**src/rtl/rab_reset_sequencer.sv**
```systemverilog
// rtl/rab_reset_sequencer.sv - staggered multi-domain reset release, settle, and watchdog-bounded run sequencer
module rab_reset_sequencer #(
    parameter int NUM_DOMAINS    = 2,
    parameter int HOLD_CYCLES    = 2,
    parameter int STAGGER_CYCLES = 1,
    parameter int SETTLE_CYCLES  = 1,
    parameter int TIMEOUT_CYCLES = 0,
    parameter int CNT_W          = 16
) (
    input  logic                   clk_i,
    input  logic                   rst_i,
    input  logic                   start_i,
    input  logic                   done_i,
    output logic [NUM_DOMAINS-1:0] rst_no,
    output logic                   ready_o,
    output logic                   finished_o,
    output logic                   timeout_o,
    output logic [CNT_W-1:0]       cycle_cnt_o
);

    localparam int M1     = (HOLD_CYCLES > STAGGER_CYCLES) ? HOLD_CYCLES : STAGGER_CYCLES;
    localparam int M2     = (M1 > SETTLE_CYCLES) ? M1 : SETTLE_CYCLES;
    localparam int PH_MAX = (M2 > TIMEOUT_CYCLES) ? M2 : TIMEOUT_CYCLES;
    localparam int PH_W   = $clog2(PH_MAX + 1);
    localparam int IDX_W  = (NUM_DOMAINS > 1) ? $clog2(NUM_DOMAINS) : 1;

    localparam logic [PH_W-1:0]  HOLD_LAST    = PH_W'(HOLD_CYCLES - 1);
    localparam logic [PH_W-1:0]  STAG_LAST    = PH_W'((STAGGER_CYCLES > 0) ? STAGGER_CYCLES - 1 : 0);
    localparam logic [PH_W-1:0]  SETTLE_LAST  = PH_W'(SETTLE_CYCLES - 1);
    localparam logic [PH_W-1:0]  TIMEOUT_LAST = PH_W'((TIMEOUT_CYCLES > 0) ? TIMEOUT_CYCLES - 1 : 0);
    localparam logic [IDX_W-1:0] LAST_IDX     = IDX_W'(NUM_DOMAINS - 1);

    localparam logic [2:0] ST_IDLE    = 3'd0;
    localparam logic [2:0] ST_ASSERT  = 3'd1;
    localparam logic [2:0] ST_RELEASE = 3'd2;
    localparam logic [2:0] ST_SETTLE  = 3'd3;
    localparam logic [2:0] ST_RUN     = 3'd4;
    localparam logic [2:0] ST_FINISH  = 3'd5;

    logic [2:0]       state;
    logic [PH_W-1:0]  phase;
    logic [IDX_W-1:0] idx;
    logic [CNT_W-1:0] cnt_next;

    assign cnt_next = (&cycle_cnt_o) ? cycle_cnt_o : cycle_cnt_o + CNT_W'(1);

    always_ff @(posedge clk_i) begin
        if (rst_i) begin
            state       <= ST_IDLE;
            phase       <= '0;
            idx         <= '0;
            rst_no      <= '0;
            ready_o     <= 1'b0;
            finished_o  <= 1'b0;
            timeout_o   <= 1'b0;
            cycle_cnt_o <= '0;
        end else begin
            case (state)
                ST_IDLE, ST_FINISH: begin
                    if (start_i) begin
                        state       <= ST_ASSERT;
                        phase       <= '0;
                        idx         <= '0;
                        rst_no      <= '0;
                        finished_o  <= 1'b0;
                        timeout_o   <= 1'b0;
                        cycle_cnt_o <= '0;
                    end
                end
                ST_ASSERT: begin
                    if (phase == HOLD_LAST) begin
                        phase <= '0;
                        // With no stagger every domain leaves reset on the same edge.
                        if (STAGGER_CYCLES == 0 || NUM_DOMAINS == 1) begin
                            rst_no <= '1;
                            state  <= ST_SETTLE;
                        end else begin
                            rst_no[0] <= 1'b1;
                            idx       <= IDX_W'(1);
                            state     <= ST_RELEASE;
                        end
                    end else begin
                        phase <= phase + PH_W'(1);
                    end
                end
                ST_RELEASE: begin
                    if (phase == STAG_LAST) begin
                        phase       <= '0;
                        rst_no[idx] <= 1'b1;
                        if (idx == LAST_IDX) begin
                            state <= ST_SETTLE;
                        end else begin
                            idx <= idx + IDX_W'(1);
                        end
                    end else begin
                        phase <= phase + PH_W'(1);
                    end
                end
                ST_SETTLE: begin
                    if (phase == SETTLE_LAST) begin
                        phase   <= '0;
                        state   <= ST_RUN;
                        ready_o <= 1'b1;
                    end else begin
                        phase <= phase + PH_W'(1);
                    end
                end
                ST_RUN: begin
                    if (done_i) begin
                        state      <= ST_FINISH;
                        ready_o    <= 1'b0;
                        finished_o <= 1'b1;
                        timeout_o  <= 1'b0;
                    end else begin
                        cycle_cnt_o <= cnt_next;
                        // phase tracks RUN cycles only when the watchdog is enabled, so it never wraps.
                        if (TIMEOUT_CYCLES > 0) begin
                            if (phase == TIMEOUT_LAST) begin
                                state      <= ST_FINISH;
                                ready_o    <= 1'b0;
                                finished_o <= 1'b1;
                                timeout_o  <= 1'b1;
                            end else begin
                                phase <= phase + PH_W'(1);
                            end
                        end
                    end
                end
                default: begin
                    state <= ST_IDLE;
                end
            endcase
        end
    end

endmodule

```
**config.mk**
```make
export PLATFORM = sky130hd
export DESIGN_NAME = rab_reset_sequencer
export DESIGN_NICKNAME = d
export VERILOG_FILES = /design/src/rtl/rab_reset_sequencer.sv
export SDC_FILE = /design/constraint.sdc
export NUM_CORES = 1
export LEC_CHECK = 0
export CAP_MARGIN = 10
export CORE_UTILIZATION = 30
export DETAILED_ROUTE_END_ITERATION = 6
export SLEW_MARGIN = 10
export SYNTH_ARGS = -nofsm -noshare
export SYNTH_HDL_FRONTEND = slang
export SYNTH_SLANG_ARGS = --single-unit
```
**constraint.sdc**
```tcl
create_clock -name clk_i -period 2.1 [get_ports clk_i]
set_input_delay 0.21 -clock clk_i [delete_from_list [all_inputs] [get_ports clk_i]]
set_output_delay 0.21 -clock clk_i [all_outputs]
set_load 0.02 [all_outputs]
```
== After elaboration in Yosys (flattened, before gate mapping) ==
Cells that the tools add are included.

* Memories: 0
* Word-level logic and storage cells: 78
* Register bits: 27
* Input bits: 4
* Bits in latches: 0
* Bits in writable memories: 0
* Memory bits (read-only): 0

* Bitwise operators: 1
* Muxes and demuxes: 31
* Reduce and logical (&&, ||, !) cells: 18
* Divide/modulo/power cells: 0
* Magnitude comparators: 2
* $mul: 0
* Shifts and indexed selects: 0
* Add/subtract/negate cells: 3
* Equal/unequal tests: 14

{| class="wikitable"
|+ Operators by type and width
! kind !! count
|-
| two-way mux 16 bit || 3
|-
| case mux 16 bit (2 select lines) || 1
|-
| two-way mux 3 bit || 6
|-
| adder 16 x 1 -> 16 bit, second input constant || 1
|-
| != test 2 bit, second input constant || 8
|-
| AND reduction 16 bit || 1
|-
| case mux 3 bit (5 select lines) || 1
|-
| AND reduction 3 bit || 3
|-
| two-way mux 1 bit || 8
|-
| two-way mux 2 bit || 4
|-
| case mux 1 bit (2 select lines) || 4
|-
| AND reduction 4 bit || 2
|-
| equality test 3 x 2 -> 1 bit, second input constant || 2
|-
| equality test 3 bit, second input constant || 2
|-
| case mux 1 bit (3 select lines) || 2
|-
| case mux 2 bit (3 select lines) || 1
|-
| AND reduction 6 bit || 1
|-
| nonzero test 2 bit || 3
|-
| nonzero test 3 bit || 2
|-
| OR reduction 2 bit || 2
|-
| equality test 3 x 1 -> 1 bit, second input constant || 1
|-
| logical NOT 3 bit || 1
|-
| adder 2 x 1 -> 2 bit, second input constant || 1
|-
| equality test 2 x 1 -> 1 bit, second input constant || 1
|-
| other kinds (8) || 8
|}

== Logic depth before layout (Yosys ltp) ==
* Depth in word-level cells: 7
* Depth in mapped cells: 7
* Mapped depth without buffers: 7

== Worst setup path before layout ==
No wires, ideal clock.

* Kind: register to register
* Start: register cycle_cnt_o[0]
* End: register cycle_cnt_o[1]
* Arrival: 1838 ps
* Required time: 1984 ps
* Path slack: 146 ps
* Cell stages (with the launch flop): 8
* Period minus slack after synthesis: 1954 ps
* Path buffers: 1
* Path through: dfxtp_1 ha_1 nand3_2 nor4_4 a21o_1 buf_6 nand2_1 a41o_1

* Longest elaborated chain between the ends: 4

{| class="wikitable"
|+ Ends and longest elaborated chain
! what !! RTL line !! text
|-
| start, declared || 18 || <nowiki>output logic [CNT_W-1:0] cycle_cnt_o</nowiki>
|-
| start signal, assigned || 115 || <nowiki>cycle_cnt_o <= cnt_next;</nowiki>
|-
| adder 16 x 1 -> 16 bit || 45 || <nowiki>assign cnt_next = (&cycle_cnt_o) ? cycle_cnt_o : cycle_cnt_o + CNT_W'(1);</nowiki>
|-
| two-way mux 16 bit || 45 ||
|-
| two-way mux 16 bit || 109 || <nowiki>if (done_i) begin</nowiki>
|-
| case mux 16 bit (2 select lines) || 58 || <nowiki>case (state)</nowiki>
|}

Several ways; a longest one is shown, not always the timed one. The select of a mux whose other input is x is not followed.
A chain may end at the register's enable or synchronous reset.

== Worst setup path in the final report ==
* Start: register cycle_cnt_o[0]
* End: register cycle_cnt_o[3]

Same word-level chain as after synthesis.

==> metrics.csv <==
metric,value,unit
Leak,0.6832,nW
vias in the first global route,1366,
Power Total,1.424,mW
status,"finished, final reports clean",
DP Wirelength,2816,µm
R2R cell count,7,
"Slew Viols, Final",0,
Post-synth ARST share,0,
Die Y,73.16,µm
setup bufs post-CTS,0,
Reg2Reg Launch Point,cycle_cnt_o[0],
maximum fanout along the worst path,8,
PnR worst setup slack,0.2406,ns
"commonest non-fill, non-tap cells in the layout","dfxtp_1 (26), clkdlybuf4s50_1 (23), a21oi_1 (20)",
CP endpoint kind,register,
# IOs,25,
initial antenna violation count,0,
site row count,25,
"EDFF count, synth",0,
"commonest non-fill, non-tap cell in the layout",dfxtp_1,
top_reg_cell synth,dfxtp_1,
leading post-synthesis cells by cell area,"dfxtp_1 (34%), a21oi_1 (6.6%), a31oi_1 (5.4%)",
P&R area growth vs syn,27.76,%
final setup vio count,0,
DRT Pass-1 Iters,4,
input/output buffers,23,
Yosys top cell area share,0.3427,
first-iteration detailed-routing DRC count,140,
hold buffers post-CTS,0,
"non-filler cells, final",292,
largest net degree at the start of global routing,20,
Hold Path Class,reg2reg,
"Hold Vio Cnt, Final",0,
Synthesis Warnings,0,
Remaining DRCs,0,
post-layout util,0.4055,
largest area contributor in the netlist,dfxtp_1,
Vias,1527,
Yosys reg bits,26,
Placer Congestion,0.7795,
crit path to,cycle_cnt_o[3],
PD cells,733.9,mW/mm²
Ant. Diodes,0,
critical path required time,2.31,ns
first-pass GRT wire length,6382,µm
type of the worst setup path,reg2reg,
number of fill cells,510,
core footprint,0.004786,mm²
Inst Count DP,289,
crit path from,cycle_cnt_o[0],
clk sinks,26,
Fmax,0.5378,GHz
die width,73.16,µm
post-synth net total,202,
area of the multi-input gates,899.6,µm²
layout cells sized above 1,0.1244,
later-pin clock latency in the skew report,0.27,ns
Post-Syn Area per Cell,7.830,µm²
CP Data Arrival Time,2.07,ns
Setup crit start kind,register,
fin crit period,1.859,ns
post-synthesis sequential area ratio,0.3427,
Netlist Area Pre-Place,0.001519,mm²
pre-CTS WS,0.1987,ns
RSZ-0062 raised after global routing,no,
grt total ovfl,0,
H-Tree Depth,1,
initial core utilization,0.3174,
clk_skew,0.006841,ns
Peak VDD IR,0.0004487,V
maximum clock insertion buffer count,2,
Max Cap Viol,0,
CTS resizes,0,
Antenna Violating Nets Remaining,0,
"Clk pin slew, worst setup/hold paths",0.10,ns
FF-to-FF End,cycle_cnt_o[3],
Final #Nets,235,
register area,520.5,µm²
CTS Root Cell,clkbuf_8,
Cells after Synth,194,
Tcrit/Tclk final,0.8854,
final WL,3768,µm
library cells used by synthesis,49,
via density per instance,5.229,
drt wl/cell,12.90,µm
FF-to-FF setup slack,0.24,ns
setup TNS,0,ns
CTS tree,yes,
total track usage,0.1519,
total die area,0.005352,mm²
TritonCTS Buffers,3,
## layout make-up
cell class                      count  share of cell area
Inverter                           10             0.01934
Sequential cell                    26              0.2682
Clock buffer                        3             0.02128
Tap cell                           67             0.04320
Multi-Input combinational cell    146              0.4636
Timing Repair Buffer               40              0.1844
## cell families after synthesis
kind of cell,after synthesis,share of synthesized area
AO/OA/AOI/OAI,56,0.2290
XOR/XNOR,1,0.005767
adder cells (fa/ha/maj),4,0.03295
buffers and inverters,22,0.06507
flip-flops,26,0.3427
multiplexers,2,0.01400
other,1,0.002469
AND/OR/NAND/NOR,82,0.3081
## sequential cells by signal, indices dropped and copies added, names as in the netlist
| signal | count |
|---|---|
| finished_o | 1 |
| ready_o | 1 |
| rst_no | 2 |
| phase | 2 |
| idx | 1 |
| cycle_cnt_o | 16 |
| state | 3 |
## worst max-delay path: stages, from the launching register on
cell,delay (ns)
dfxtp_1,0.34
ha_1,0.23
nand3_2,0.14
nor4_4,0.38
a21o_1,0.24
buf_4,0.18
nand2_4,0.10
a31oi_1,0.18
## stage by stage
stage / instance area [µm²] / hold WS (ns)
2_1_floorplan: 1519 / 0.3507
3_3_place_gp: 1899 / 0.4615
3_5_place_dp: 1899 / 0.4582
4_1_cts: 1941 / 0.4770
5_1_grt: 1941 / 0.5065
6_report: 1941 / 0.4758
## power by group
group / internal [mW] / switching, mW / total [mW]
Combinational: 0.231 / 0.311 / 0.542
Sequential: 0.543 / 0.0458 / 0.589
Clock: 0.129 / 0.164 / 0.293
Total: 0.904 / 0.521 / 1.42
## worst min-delay path by stage
stage	cells after the start	slack [ns]	start	end
2_1_floorplan	2	0.35	done_i	finished_o
3_3_place_gp	2	0.46	rst_no[1]	rst_no[1]
3_5_place_dp	2	0.46	rst_no[0]	rst_no[0]
4_1_cts	2	0.48	rst_no[1]	rst_no[1]
5_1_grt	2	0.51	rst_no[1]	rst_no[1]
6_report	2	0.48	rst_no[1]	rst_no[1]
## cell usage after synthesis, types with 4 or more instances
cell type / count
a21oi_1: 20
a31oi_1: 13
buf_2: 4
clkbuf_1: 5
dfxtp_1: 26
ha_1: 4
inv_1: 9
nand2_1: 17
nand2b_1: 4
nand3_1: 10
nor2_1: 14
nor3_1: 7
o21ai_0: 6
## per-layer routing
metal | share of wire | global-route usage
met1 | 0.46 | 0.1980
met2 | 0.47 | 0.2551
met3 | 0.063 | 0.03591
met4 | 0.0048 | 0.03050
met5 | 0 | 0
(Power assumes the default switching activity.)
